--- src/rtl/logic_op_arbiter_pkg.sv ---
// Shared opcode and state definitions for the
// logic-operation arbiter and its logic unit.
package logic_op_arbiter_pkg;

  localparam logic [1:0] OP_AND = 2'b00;
  localparam logic [1:0] OP_OR  = 2'b01;
  localparam logic [1:0] OP_XOR = 2'b10;
  localparam logic [1:0] OP_NOT = 2'b11;

  typedef enum logic [1:0] {
    ST_IDLE = 2'b00,
    ST_EXEC = 2'b01,
    ST_RESP = 2'b10
  } state_t;

endpackage

--- src/rtl/logic_unit.sv ---
// Purely combinational bitwise logic unit.
// NOT uses operand A only; B is ignored.
module logic_unit
  import logic_op_arbiter_pkg::*;
#(
  parameter int WIDTH = 8
) (
  input  logic [1:0]       op,
  input  logic [WIDTH-1:0] a,
  input  logic [WIDTH-1:0] b,
  output logic [WIDTH-1:0] y
);

  // Select the bitwise function by opcode
  always_comb begin
    y = '0;
    unique case (op)
      OP_AND: y = a & b;
      OP_OR:  y = a | b;
      OP_XOR: y = a ^ b;
      OP_NOT: y = ~a;
    endcase
  end

endmodule

--- src/rtl/logic_op_arbiter.sv ---
// Round-robin arbiter sharing one logic unit
// between NREQ requesters, tagged response out.
module logic_op_arbiter
  import logic_op_arbiter_pkg::*;
#(
  parameter int NREQ  = 4,
  parameter int WIDTH = 8,
  parameter int IDW   = 2,
  parameter int CNTW  = 16
) (
  input  logic                  clk,
  input  logic                  rst_n,
  input  logic [NREQ-1:0]       req_valid,
  output logic [NREQ-1:0]       req_ready,
  input  logic [2*NREQ-1:0]     req_op,
  input  logic [WIDTH*NREQ-1:0] req_a,
  input  logic [WIDTH*NREQ-1:0] req_b,
  output logic                  rsp_valid,
  input  logic                  rsp_ready,
  output logic [IDW-1:0]        rsp_id,
  output logic [WIDTH-1:0]      rsp_data,
  output logic                  busy,
  output logic [CNTW-1:0]       ops_done
);

  state_t           state;
  state_t           state_nxt;
  logic [IDW-1:0]   last_grant;
  logic [IDW-1:0]   grant;
  logic             grant_any;
  logic [IDW-1:0]   cap_id;
  logic [1:0]       cap_op;
  logic [WIDTH-1:0] cap_a;
  logic [WIDTH-1:0] cap_b;
  logic [1:0]       sel_op;
  logic [WIDTH-1:0] sel_a;
  logic [WIDTH-1:0] sel_b;
  logic [WIDTH-1:0] lu_y;
  logic             accept;
  logic             rsp_fire;

  // Nearest valid index after last, wrapping.
  // Returns {found, index}.
  function automatic logic [IDW:0] rr_pick(
    input logic [NREQ-1:0] v,
    input logic [IDW-1:0]  last
  );
    logic [IDW:0] r;
    int           best;
    int           d;
    r    = '0;
    best = NREQ;
    for (int i = 0; i < NREQ; i++) begin
      d = (i + 2*NREQ - int'(last) - 1) % NREQ;
      if (v[i] && d < best) begin
        best = d;
        r    = {1'b1, IDW'(i)};
      end
    end
    return r;
  endfunction

  // Round-robin grant from current requests
  always_comb begin
    {grant_any, grant} = rr_pick(req_valid, last_grant);
  end

  assign accept   = (state == ST_IDLE) && grant_any;
  assign rsp_fire = (state == ST_RESP) && rsp_ready;

  // Ready for the granted requester only, in IDLE
  always_comb begin
    req_ready = '0;
    for (int i = 0; i < NREQ; i++) begin
      req_ready[i] = accept && (grant == IDW'(i));
    end
  end

  // Mux the granted requester's fields
  always_comb begin
    sel_op = '0;
    sel_a  = '0;
    sel_b  = '0;
    for (int i = 0; i < NREQ; i++) begin
      if (grant == IDW'(i)) begin
        sel_op = req_op[2*i +: 2];
        sel_a  = req_a[WIDTH*i +: WIDTH];
        sel_b  = req_b[WIDTH*i +: WIDTH];
      end
    end
  end

  logic_unit #(
    .WIDTH(WIDTH)
  ) u_lu (
    .op(cap_op),
    .a (cap_a),
    .b (cap_b),
    .y (lu_y)
  );

  // Next-state decode; stray code returns to IDLE
  always_comb begin
    state_nxt = ST_IDLE;
    case (state)
      ST_IDLE: begin
        state_nxt = grant_any ? ST_EXEC : ST_IDLE;
      end
      ST_EXEC: begin
        state_nxt = ST_RESP;
      end
      ST_RESP: begin
        state_nxt = rsp_ready ? ST_IDLE : ST_RESP;
      end
      default: begin
        state_nxt = ST_IDLE;
      end
    endcase
  end

  // State register
  always_ff @(posedge clk or negedge rst_n) begin
    if (!rst_n) begin
      state <= ST_IDLE;
    end else begin
      state <= state_nxt;
    end
  end

  // Capture operands on accept, result in EXEC
  always_ff @(posedge clk or negedge rst_n) begin
    if (!rst_n) begin
      cap_id   <= '0;
      cap_op   <= '0;
      cap_a    <= '0;
      cap_b    <= '0;
      rsp_id   <= '0;
      rsp_data <= '0;
    end else if (accept) begin
      cap_id <= grant;
      cap_op <= sel_op;
      cap_a  <= sel_a;
      cap_b  <= sel_b;
    end else if (state == ST_EXEC) begin
      rsp_id   <= cap_id;
      rsp_data <= lu_y;
    end
  end

  // Fairness pointer and saturating op counter
  always_ff @(posedge clk or negedge rst_n) begin
    if (!rst_n) begin
      last_grant <= IDW'(NREQ - 1);
      ops_done   <= '0;
    end else if (rsp_fire) begin
      last_grant <= rsp_id;
      if (ops_done != '1) begin
        ops_done <= ops_done + CNTW'(1);
      end
    end
  end

  assign rsp_valid = (state == ST_RESP);
  assign busy      = (state != ST_IDLE);

endmodule

--- config.mk ---
export PLATFORM = sky130hd
export DESIGN_NAME = logic_op_arbiter
export DESIGN_NICKNAME = d
export VERILOG_FILES = /design/src/rtl/logic_op_arbiter_pkg.sv /design/src/rtl/logic_unit.sv /design/src/rtl/logic_op_arbiter.sv
export SDC_FILE = /design/constraint.sdc
export NUM_CORES = 1
export LEC_CHECK = 0
export BUFFER_PORTS_ARGS = -buffer_cell sky130_fd_sc_hd__buf_2
export CAP_MARGIN = 40
export CORE_MARGIN = 8
export CORE_UTILIZATION = 30
export DETAILED_ROUTE_END_ITERATION = 6
export HOLD_SLACK_MARGIN = 0.02
export PLACE_DENSITY = 0.6
export SLEW_MARGIN = 20
export SYNTH_ARGS = -nofsm -noshare
export SYNTH_HDL_FRONTEND = slang
export SYNTH_SLANG_ARGS = --single-unit
--- constraint.sdc ---
create_clock -name clk -period 6.2 [get_ports clk]
set_clock_uncertainty 0.15 [all_clocks]
set_input_delay 0.31 -clock clk [delete_from_list [all_inputs] [get_ports clk]]
set_output_delay 0.31 -clock clk [all_outputs]
set_load 0.01 [all_outputs]
==> flow_summary.toml, run 1 <==
[clock_tree]
cts_buffer_depth = 2
worstSkewPairLatency_ns = 0.29
cts_tree = "yes"
cts.clk_slew.worst_paths_ns = 0.07
htreeDepth = 2
cts_setup_buffers = 0
cts_inserted_buffers = 5
cts-root-buf = "clkbuf_16"
cts.sinks = 50

[floorplanning]
die_area_mm2 = 0.0168
fp.dieH_um = 130
die-width_um = 130
core-area_mm2 = 0.0126
rows = 41
initial_core_util = 0.308
io_pins = 111

[yosys]
synth-main-ff-cell = "dfrtp_1"
synth_area_leaders = "dfrtp_1, ha_1, a21oi_1, mux4_2, inv_1"
seq_area_frac_synth = 0.323
yosys_warnings = 0
synth_top_area_frac = 0.309
syn-num-nets = 535
syn_area_mm2 = 0.00388
yosys.cell_types.count = 56
synth_cells = 430
synthArstFlopShare = 1.00
synth_top_cell_by_area = "dfrtp_1"
ys_ff_latch = 50
synth-edff-count = 0
avgSynthCellArea_um2 = 9.03

[critical_path]
arrival_ns = 5.16
r2r-start = "last_grant[0]$_DFFE_PN1P_"
reg2reg_to = "cap_id[0]$_DFFE_PN0P_"
critPathCaptureType = "primary output"
worstSetupStartpointType = "flop"
setup.worst_path.end = "req_ready[1]"
critPathKind = "reg2out"
crit_fanout = 15
reg2reg_depth = 17
required_ns = 5.74
startpoint = "last_grant[0]$_DFFE_PN1P_"
rrSetupSlack_ns = 0.83

[power]
cellLeakagePower_nw = 2.19
p_clk_frac = 0.114
power_frac_seq = 0.222
p_switching_mw = 1.29
power.share.combinational = 0.664
ir_drop_v = 0.000217
power.density_mw_per_mm2 = 576
p_int_mw = 1.43
swShare = 0.475

[routing]
vias = 3597
drt_wl_total_um = 11900
viasPerCell = 5.17
drtAntennaViolNets = 0
wl_per_cell_um = 17.0
drc = 0
firstDrtPassIters = 6
drt-initial-drc-count = 269

[finish]
final_nets = 628
drive_gt1_frac = 0.321
fin_cells = 696
n_antenna_cell = 0
area_delta_synth_final_pct = 21.5
fill_cells = 1302

[grt]
antenna_found_initial = 0
grt_pass1_wl_um = 18900
first_global_vias = 3678
globalRouteOverflowTotal = 0
grt.total_usage = 0.139
grt_max_degree = 51

[sta]
relSlewSlack = 0.450
max_freq_mhz = 178
hold_violations = 0
setup_tns_ns = 0
rsz0062_at_grt = "no"
fin_crit_sh = 0.906
setup_viol = 0
period_needed_ns = 5.62
tightestPinTransition_ns = 0.819
hold_ws_ns = 0.0839
finalMaxSlewViolations = 0

[worst_hold_path]
min_path_type = "in2reg"

[job]
maxCapViolations = 0

[placement]
dp.cells = 687
gp_congestion = 0.840
hpwlAfterDp_um = 9380
portBuffers = 110

[status]
outcome = "finished, final reports clean"
-- placed cells by master (no fill, tap or decap), types with 2 or more instances in the layout --
master | Yosys | final
a31oi_1 | 2 | 2
nand3_1 | 17 | 17
buf_4 | 1 | 7
nor3b_1 | 2 | 2
a2111oi_0 | 11 | 11
o31ai_1 | 3 | 3
buf_2 | 5 | 111
o21ai_1 | 1 | 2
mux4_2 | 8 | 8
o32a_1 | 8 | 8
nand4_1 | 5 | 5
xnor2_1 | 11 | 11
nor2_1 | 23 | 23
o31ai_2 | 8 | 8
nor3_1 | 25 | 25
a21oi_1 | 36 | 36
a21boi_2 | 7 | 7
clkbuf_1 | 21 | 2
mux2_2 | 14 | 14
inv_1 | 43 | 43
ha_1 | 26 | 26
nand2_1 | 20 | 20
o21ai_0 | 24 | 23
xor2_1 | 3 | 3
a211oi_1 | 9 | 9
a22oi_1 | 11 | 11
dfrtp_1 | 48 | 48
nand2b_1 | 4 | 4
dfstp_2 | 2 | 2
clkbuf_16 | 0 | 5
-- worst min-delay path by stage --
stage	start	endpoint	slack (ns)	cells past startpoint
floorplan	rst_n	cap_a[0]$_DFFE_PN0P_	-0.14	0
global placement	cap_id[0]$_DFFE_PN0P_	cap_id[0]$_DFFE_PN0P_	0.32	1
detailed placement	rst_n	ops_done[15]$_DFFE_PN0P_	0.25	1
CTS	rsp_ready	state[1]$_DFF_PN0_	0.08	2
global route	rsp_ready	state[1]$_DFF_PN0_	0.08	2
finish	rsp_ready	state[1]$_DFF_PN0_	0.08	2
-- layer usage --
layer | track usage | vias up | share of wire
met5 | 0 | - | 0
met4 | 0.0410 | 0 | 0.012
met3 | 0.0282 | 11 | 0.076
met2 | 0.228 | 141 | 0.46
met1 | 0.182 | 1692 | 0.45
li1 | - | 1753 | -
-- flip-flops by register name, indices dropped and copies added, names as in the netlist --
register    cells
state           2
rsp_data        8
cap_op          2
last_grant      2
ops_done       16
cap_id          2
cap_a           8
cap_b           8
rsp_id          2
-- cell usage after synthesis, drive strengths merged, types with 2 or more instances --
| cell | number |
|---|---|
| mux2 | 15 |
| dfrtp | 48 |
| a2111oi | 11 |
| dfstp | 2 |
| a21oi | 36 |
| mux4 | 8 |
| inv | 44 |
| a21boi | 8 |
| nand4 | 5 |
| nor3b | 2 |
| o21ai | 25 |
| a31oi | 2 |
| xor2 | 3 |
| nor3 | 25 |
| o211ai | 2 |
| nand2b | 4 |
| o32a | 8 |
| and2 | 2 |
| nor2 | 23 |
| ha | 26 |
| a211oi | 9 |
| a22oi | 11 |
| o31ai | 11 |
| clkbuf | 21 |
| nand2 | 20 |
| xnor2 | 11 |
| nand3 | 17 |
| buf | 12 |
-- critical path, stage by stage, from the launching register on --
cell and delay, ns:
dfstp_2 0.53, inv_1 0.15, ha_1 0.28, nand4bb_1 0.25
nor2_1 0.35, inv_1 0.08, ha_1 0.34, and3b_1 0.55
nor2_1 0.13, nand2_1 0.09, o21ai_0 0.08, ha_1 0.21
nand2b_1 0.16, o32a_1 0.46, o31a_1 0.45, and2_2 0.37
nor3_1 0.21, buf_2 0.16
-- power by group through the flow --
stage                     Sequential [mW]  Clock, mW  Combinational [mW]
after floorplan                     0.579          0                1.38
after global placement              0.603          0                1.72
after detailed placement            0.611          0                1.78
after CTS                           0.604      0.320                1.80
after global routing                0.625      0.332                1.99
final                               0.602      0.310                1.80
-- final cells by class --
class                           count  area (um2)  area share
Clock inverter                      1        30.0     0.00637
Multi-Input combinational cell    303        2300       0.488
Inverter                           44         165      0.0350
Tap cell                          172         215      0.0456
Clock buffer                        7         133      0.0281
Sequential cell                    50        1250       0.266
Timing Repair Buffer              119         618       0.131
-- repair_timing --
action / 4_1_cts / 5_1_grt
hold buffers: 1 / 0
hold endpoints to repair: 48 / 0
resized for setup: 0 / 1
setup endpoints to repair: 0 / 2
-- cells by family (layout without fill, tap and decap cells) --
family / after synthesis / after routing / synth area share
muxes: 23 / 23 / 0.0899
and+or+nand+nor: 108 / 108 / 0.141
AOI/OAI and AO/OA: 132 / 132 / 0.246
DFF: 50 / 50 / 0.323
buffers and inverters: 77 / 171 / 0.0848
xor gates and xnor gates: 14 / 14 / 0.0316
adders and majority gates: 26 / 26 / 0.0838
-- stage by stage --
stage                      util  power (mW)  area (um2)  setup WS (ns)
after floorplan               -        1.96        3880           1.00
after global placement    0.358        2.32        4520          0.875
after detailed placement  0.360        2.40        4540          0.634
after CTS                 0.374        2.72        4710          0.447
after global routing      0.374        2.95        4720          0.194
final                     0.374        2.72        4720          0.580
No activity file was read; power rests on OpenSTA's default activity.
==> run 2, diff against run 1 <==
--- a/config.mk
+++ b/config.mk
@@ -11,7 +11,7 @@
 export CORE_UTILIZATION = 30
 export DETAILED_ROUTE_END_ITERATION = 6
 export HOLD_SLACK_MARGIN = 0.02
-export PLACE_DENSITY = 0.6
+export PLACE_DENSITY = 0.62
 export SLEW_MARGIN = 20
 export SYNTH_ARGS = -nofsm -noshare
 export SYNTH_HDL_FRONTEND = slang
==> constraint.sdc (replaced) <==
create_clock -name clk -period 4.5 [get_ports clk]
set_clock_uncertainty 0.15 [all_clocks]
set_input_delay 0.225 -clock clk [delete_from_list [all_inputs] [get_ports clk]]
set_output_delay 0.225 -clock clk [all_outputs]
set_load 0.01 [all_outputs]
==> run 2 against run 1 <==
  * First-iteration DRC count grew 12%
  * Die area stayed put
  * Design area up 9.0%
  * Utilization up 3.4 points
  * Non-clock buffer count increased by 28
  * Critical endpoint unchanged
  * Largest cell class unchanged
  * Highest routed layer unchanged
==> flow_summary.toml, run 2 (synthesized netlist as in run 1, its figures left out) <==
[status]
outcome = "finished, final reports clean"

[sta]
max_freq_mhz = 229
hold_violations = 0
fin_crit_sh = 0.968
tightestPinTransition_ns = 0.757
setup_tns_ns = 0
period_needed_ns = 4.36
rsz0062_at_grt = "yes"
relSlewSlack = 0.493
setup_viol = 0
finalMaxSlewViolations = 0

[worst_hold_path]
min_path_type = "in2reg"
hold_start = "rsp_ready"
whs_path_depth = 2
holdPathEnd = "state[1]$_DFF_PN0_"

[routing]
drt_wl_total_um = 12600
drt-initial-drc-count = 301
vias = 3730
drtAntennaViolNets = 0
wl_met1_um = 5680
viasPerCell = 5.14
highest_layer = "met4"
drc = 0
firstDrtPassIters = 5
met3WireLength_um = 892
wl_per_cell_um = 17.4
wl_met2_um = 5960

[finish]
area_delta_synth_final_pct = 32.4
finalInstanceArea_mm2 = 0.00514
fill_cells = 1268
drive_gt1_frac = 0.392
multi_input_area_mm2 = 0.00245
register_area_mm2 = 0.00125
largest_register_ffs = 16
fin_cells = 725
n_antenna_cell = 0
layout_commonest_cell = "buf_2"
final_cell_mix = "buf_2, dfrtp_1, inv_1"
largest-register = "ops_done"
final_nets = 657
final_util = 0.407

[clock_tree]
cts.clk_slew.worst_paths_ns = 0.07
cts_buffer_depth = 2
cts-root-buf = "clkbuf_16"
cts_tree = "yes"
cts.sinks = 50
worstSkewPairLatency_ns = 0.29
htreeDepth = 2
cts_inserted_buffers = 5

[placement]
dp.cells = 698
gp_congestion = 0.862
portBuffers = 110
placed_area_mm2 = 0.00471
hpwlAfterDp_um = 9580

[grt]
antenna_found_initial = 0
grt.total_usage = 0.149
first_global_vias = 3737
globalRouteOverflowTotal = 0
grt_pass1_wl_um = 19900
grt_max_degree = 28

[power]
total_power_mw = 4.37
p_int_mw = 2.39
power.share.combinational = 0.710
p_clk_frac = 0.101
power_frac_seq = 0.189
power.density_mw_per_mm2 = 850
cellLeakagePower_nw = 2.37
p_switching_mw = 1.98
ir_drop_v = 0.000361
swShare = 0.453

[critical_path]
worst-path-buf-inv = 2
r2r-start = "last_grant[0]$_DFFE_PN1P_"
arrival_ns = 3.98
required_ns = 4.12
rrSetupSlack_ns = 0.20
crit_slowest_cell = "dfstp_2"
startpoint = "last_grant[0]$_DFFE_PN1P_"
crit_top_cell = "ha_4"
reg2reg_to = "cap_b[2]$_DFFE_PN0P_"
worstSetupStartpointType = "flop"
cp_cell_sequence = "clkinv_4 > ha_4 > nand4bb_4 > a211oi_2 > a21oi_2 > ha_4 > and4bb_1 > o2111a_2 > nor2_4 > nand2_2 > o21ai_2 > ha_4 > nand2b_4 > o32a_1 > o31a_1 > and2_4 > nor3_4 > buf_6"
slowest_delay_ns = 0.58
critPathKind = "reg2out"
reg2reg_depth = 18
crit_fanout = 6
cp_top_family = "compound AO/OA/AOI/OAI gates"
critPathCaptureType = "primary output"

[floorplanning]
rows = 41
die-width_um = 130
initial_core_util = 0.308
io_pins = 111
fp.dieH_um = 130
core-area_mm2 = 0.0126
die_area_mm2 = 0.0168

[job]
maxCapViolations = 0
## run 2: layer usage
layer | up-vias | track usage
li1 | 1821 | -
met1 | 1781 | 0.201
met2 | 122 | 0.240
met3 | 6 | 0.0355
met4 | 0 | 0.0260
met5 | - | 0
## run 2: through the flow
| stage | setup slack (ns) | hold slack (ns) |
|---|---|---|
| global placement | 0.165 | 0.317 |
| finish | 0.142 | 0.0194 |
| CTS | 0.00578 | 0.0204 |
| floorplan | -0.0240 | -0.221 |
| detailed placement | 0.0388 | 0.114 |
| global route | -0.0254 | 0.0401 |
## run 2: power by group through the flow
| stage | sequential (mW) | clock (mW) | combinational [mW] |
|---|---|---|---|
| final | 0.827 | 0.439 | 3.10 |
| after CTS | 0.832 | 0.451 | 2.83 |
| after detailed placement | 0.842 | 0 | 2.67 |
| after global placement | 0.829 | 0 | 2.58 |
| after floorplan | 0.799 | 0 | 2.03 |
| after global routing | 0.857 | 0.469 | 3.40 |
## run 2: how the worst max path moves through the flow
stage,to,slack [ns],depth (start not counted)
after floorplan,req_ready[1],-0.02,22
after global placement,cap_id[0]$_DFFE_PN0P_,0.17,17
after detailed placement,cap_id[0]$_DFFE_PN0P_,0.04,17
after CTS,req_ready[3],0.006,17
after global routing,req_ready[1],-0.03,18
final,req_ready[1],0.14,18
## run 2: cell type report
class                   instances  share of cell area
multi-input cells             304               0.476
flip-flops and latches         50               0.244
repair buffers                147               0.171
well taps                     172              0.0419
inverters                      44              0.0336
clock buffers                   7              0.0278
clock inverters                 1             0.00584
## run 2: timing repair
action                                  CTS  global route
pin swaps                                 6            12
hold buffers                              1             0
hold endpoints to repair                 21             0
cloned                                    1             0
buffers inserted                          5            11
resized for setup                        11            12
endpoints found under the setup margin    2            22
## run 2: worst reg2reg max path: stages (launching register included)
cell and delay, ns:
dfstp_2 0.58, clkinv_4 0.08, ha_4 0.16, nand4bb_4 0.25, a211oi_2 0.27, a21oi_2 0.08
ha_4 0.17, and4bb_1 0.27, o2111a_2 0.23, nor2_4 0.05, nand2_2 0.06, o21ai_2 0.07
ha_4 0.18, nand2b_4 0.14, o32a_1 0.35, buf_4 0.17, or4_4 0.65, a21oi_1 0.20
o31ai_1 0.09
==> run 3, diff against run 2 <==
--- a/config.mk
+++ b/config.mk
@@ -5,7 +5,7 @@
 export SDC_FILE = /design/constraint.sdc
 export NUM_CORES = 1
 export LEC_CHECK = 0
-export BUFFER_PORTS_ARGS = -buffer_cell sky130_fd_sc_hd__buf_2
+export BUFFER_PORTS_ARGS = -buffer_cell sky130_fd_sc_hd__buf_4
 export CAP_MARGIN = 40
 export CORE_MARGIN = 8
 export CORE_UTILIZATION = 30
==> run 3 against run 2 <==
  * Via count is 0.35% higher
  * Wire length rose by 0.33%
  * Die area is the same
  * Largest cell class unchanged
  * Worst setup slack better by 0.058 ns
  * Utilization increased by 1.4 points
  * Critical path type is now reg2reg
  * Clock power is 1% lower
  * Critical endpoint is now cap_b[0]$_DFFE_PN0P_
  * Register-to-register slack about the same
  * Sequential share of layout area shrank 0.81 points
==> flow_summary.toml, run 3 (synthesized netlist as in run 1, its figures left out) <==
[worst_hold_path]
holdPathEnd = "cap_op[1]$_DFFE_PN0P_"
hold_start = "req_op[7]"
min_path_type = "in2reg"
whs_path_depth = 3

[critical_path]
required_ns = 4.57
slowest_delay_ns = 0.65
worst-path-buf-inv = 2
worstSetupStartpointType = "flop"
cp_top_family = "simple AND/OR/NAND/NOR gates"
reg2reg_to = "cap_b[0]$_DFFE_PN0P_"
reg2reg_depth = 18
arrival_ns = 4.37
rrSetupSlack_ns = 0.20
crit_fanout = 13
critPathCaptureType = "flop"
crit_slowest_cell = "or4_4"
critPathKind = "reg2reg"
r2r-start = "last_grant[0]$_DFFE_PN1P_"
cp_cell_sequence = "inv_6 > ha_4 > nand4bb_4 > a211oi_2 > a21oi_2 > ha_2 > and4bb_1 > o2111a_2 > nor2_4 > nand2_1 > o21ai_2 > ha_4 > nand2b_4 > o32a_1 > buf_4 > or4_4 > a21boi_2 > o32a_1"

[grt]
grt_max_degree = 51
grt.total_usage = 0.152
antenna_found_initial = 0
globalRouteOverflowTotal = 0
first_global_vias = 3887
grt_pass1_wl_um = 20400

[sta]
setup_tns_ns = 0
hold_ws_ns = 0.127
relSlewSlack = 0.544
tightestPinTransition_ns = 0.681
max_freq_mhz = 233
fin_crit_sh = 0.956
finalMaxSlewViolations = 0
period_needed_ns = 4.30
hold_violations = 0
setup_viol = 0

[placement]
gp_congestion = 0.828
dp.cells = 699
portBuffers = 110
hpwlAfterDp_um = 9720

[clock_tree]
cts.clk_slew.worst_paths_ns = 0.07
cts_inserted_buffers = 5
cts-root-buf = "clkbuf_16"
worstSkewPairLatency_ns = 0.29
cts_tree = "yes"
cts_buffer_depth = 2
htreeDepth = 2
cts.sinks = 50

[floorplanning]
core-area_mm2 = 0.0126
rows = 41
initial_core_util = 0.308
io_pins = 111
fp.dieH_um = 130
die_area_mm2 = 0.0168
die-width_um = 130

[routing]
drc = 0
wl_per_cell_um = 17.6
viasPerCell = 5.21
drt_wl_total_um = 12700
vias = 3743
firstDrtPassIters = 4
drtAntennaViolNets = 0
drt-initial-drc-count = 276

[status]
outcome = "finished, final reports clean"

[finish]
drive_gt1_frac = 0.382
n_antenna_cell = 0
final_nets = 651
largest_register_ffs = 16
layout_commonest_cell = "buf_4"
final_util = 0.421
largest-register = "ops_done"
area_delta_synth_final_pct = 36.9
fin_cells = 719
final_cell_mix = "buf_4, dfrtp_1, inv_1"

[power]
power.share.combinational = 0.707
p_switching_mw = 1.96
power.density_mw_per_mm2 = 810
ir_drop_v = 0.000275
power_frac_seq = 0.193
swShare = 0.454
p_clk_frac = 0.100
cellLeakagePower_nw = 2.39
p_int_mw = 2.35

[job]
maxCapViolations = 0
==> run 3: cell count changes in the layout (fill, tap and decap cells not counted), sizes merged <==
cell	delta
buf	-7
dlygate4sd3	+1
inv	+1
clkbuf	-1
clkinvlp	+1
clkinv	-1
==> run 3: what timing repair did <==
item | CTS | global route
setup endpoints to repair | 3 | 22
setup buffers | 3 | 6
hold endpoints to repair | 49 | 0
gates resized for setup | 15 | 3
hold buffers | 2 | 0
pin swaps | 8 | 6
cloned | 1 | 0
==> run 3: worst reg2reg max path, stage by stage (launching register included) <==
cell and delay, ns:
dfstp_2 0.58, inv_6 0.08, ha_4 0.16, nand4bb_4 0.23, a211oi_2 0.23, a21oi_2 0.07
ha_2 0.19, and4bb_1 0.29, o2111a_2 0.23, nor2_4 0.05, nand2_1 0.08, o21ai_2 0.07
ha_4 0.17, nand2b_4 0.13, o32a_1 0.34, buf_4 0.16, or4_4 0.65, a21boi_2 0.20
o32a_1 0.16
==> run 3: worst max-delay path by stage <==
stage | depth (start not counted) | end | startpoint | slack (ns)
2_1_floorplan | 22 | req_ready[1] | last_grant[0]$_DFFE_PN1P_ | -0.02
3_3_place_gp | 17 | cap_id[0]$_DFFE_PN0P_ | last_grant[0]$_DFFE_PN1P_ | 0.13
3_5_place_dp | 17 | cap_id[0]$_DFFE_PN0P_ | last_grant[0]$_DFFE_PN1P_ | -0.009
4_1_cts | 17 | req_ready[3] | last_grant[0]$_DFFE_PN1P_ | 0.01
5_1_grt | 19 | req_ready[0] | last_grant[0]$_DFFE_PN1P_ | -0.006
6_report | 18 | cap_b[0]$_DFFE_PN0P_ | last_grant[0]$_DFFE_PN1P_ | 0.20
==> run 3: final cells by class <==
| cell class | count | area [um2] |
|---|---|---|
| clock buffer | 6 | 129 |
| fill | 1284 | 7300 |
| clock inverter | 2 | 37.5 |
| sequential | 50 | 1250 |
| multi-input combinational | 304 | 2440 |
| timing repair buffer | 141 | 1060 |
| inverter | 44 | 173 |
| tap | 172 | 215 |
==> run 3: layer usage <==
layer  part of all wire  up-vias  track usage
met4              0.013        0       0.0389
li1                   -     1806            -
met1               0.42     1789        0.192
met3              0.088       13       0.0363
met2               0.48      135        0.255
met5                  0        -            0
==> run 3: power by group through the flow <==
stage / Combinational, mW / Clock [mW] / Sequential (mW)
finish: 3.04 / 0.433 / 0.830
CTS: 2.95 / 0.443 / 0.834
global route: 3.35 / 0.464 / 0.864
global placement: 2.68 / 0 / 0.829
detailed placement: 2.76 / 0 / 0.839
floorplan: 2.03 / 0 / 0.799
==> run 3: through the flow <==
stage | setup WS, ns | area, um2 | total power, mW
final | 0.200 | 5320 | 4.31
after global routing | -0.00575 | 5320 | 4.67
after floorplan | -0.0240 | 3990 | 2.83
after detailed placement | -0.00867 | 4980 | 3.60
after CTS | 0.0140 | 5250 | 4.22
after global placement | 0.126 | 4980 | 3.51
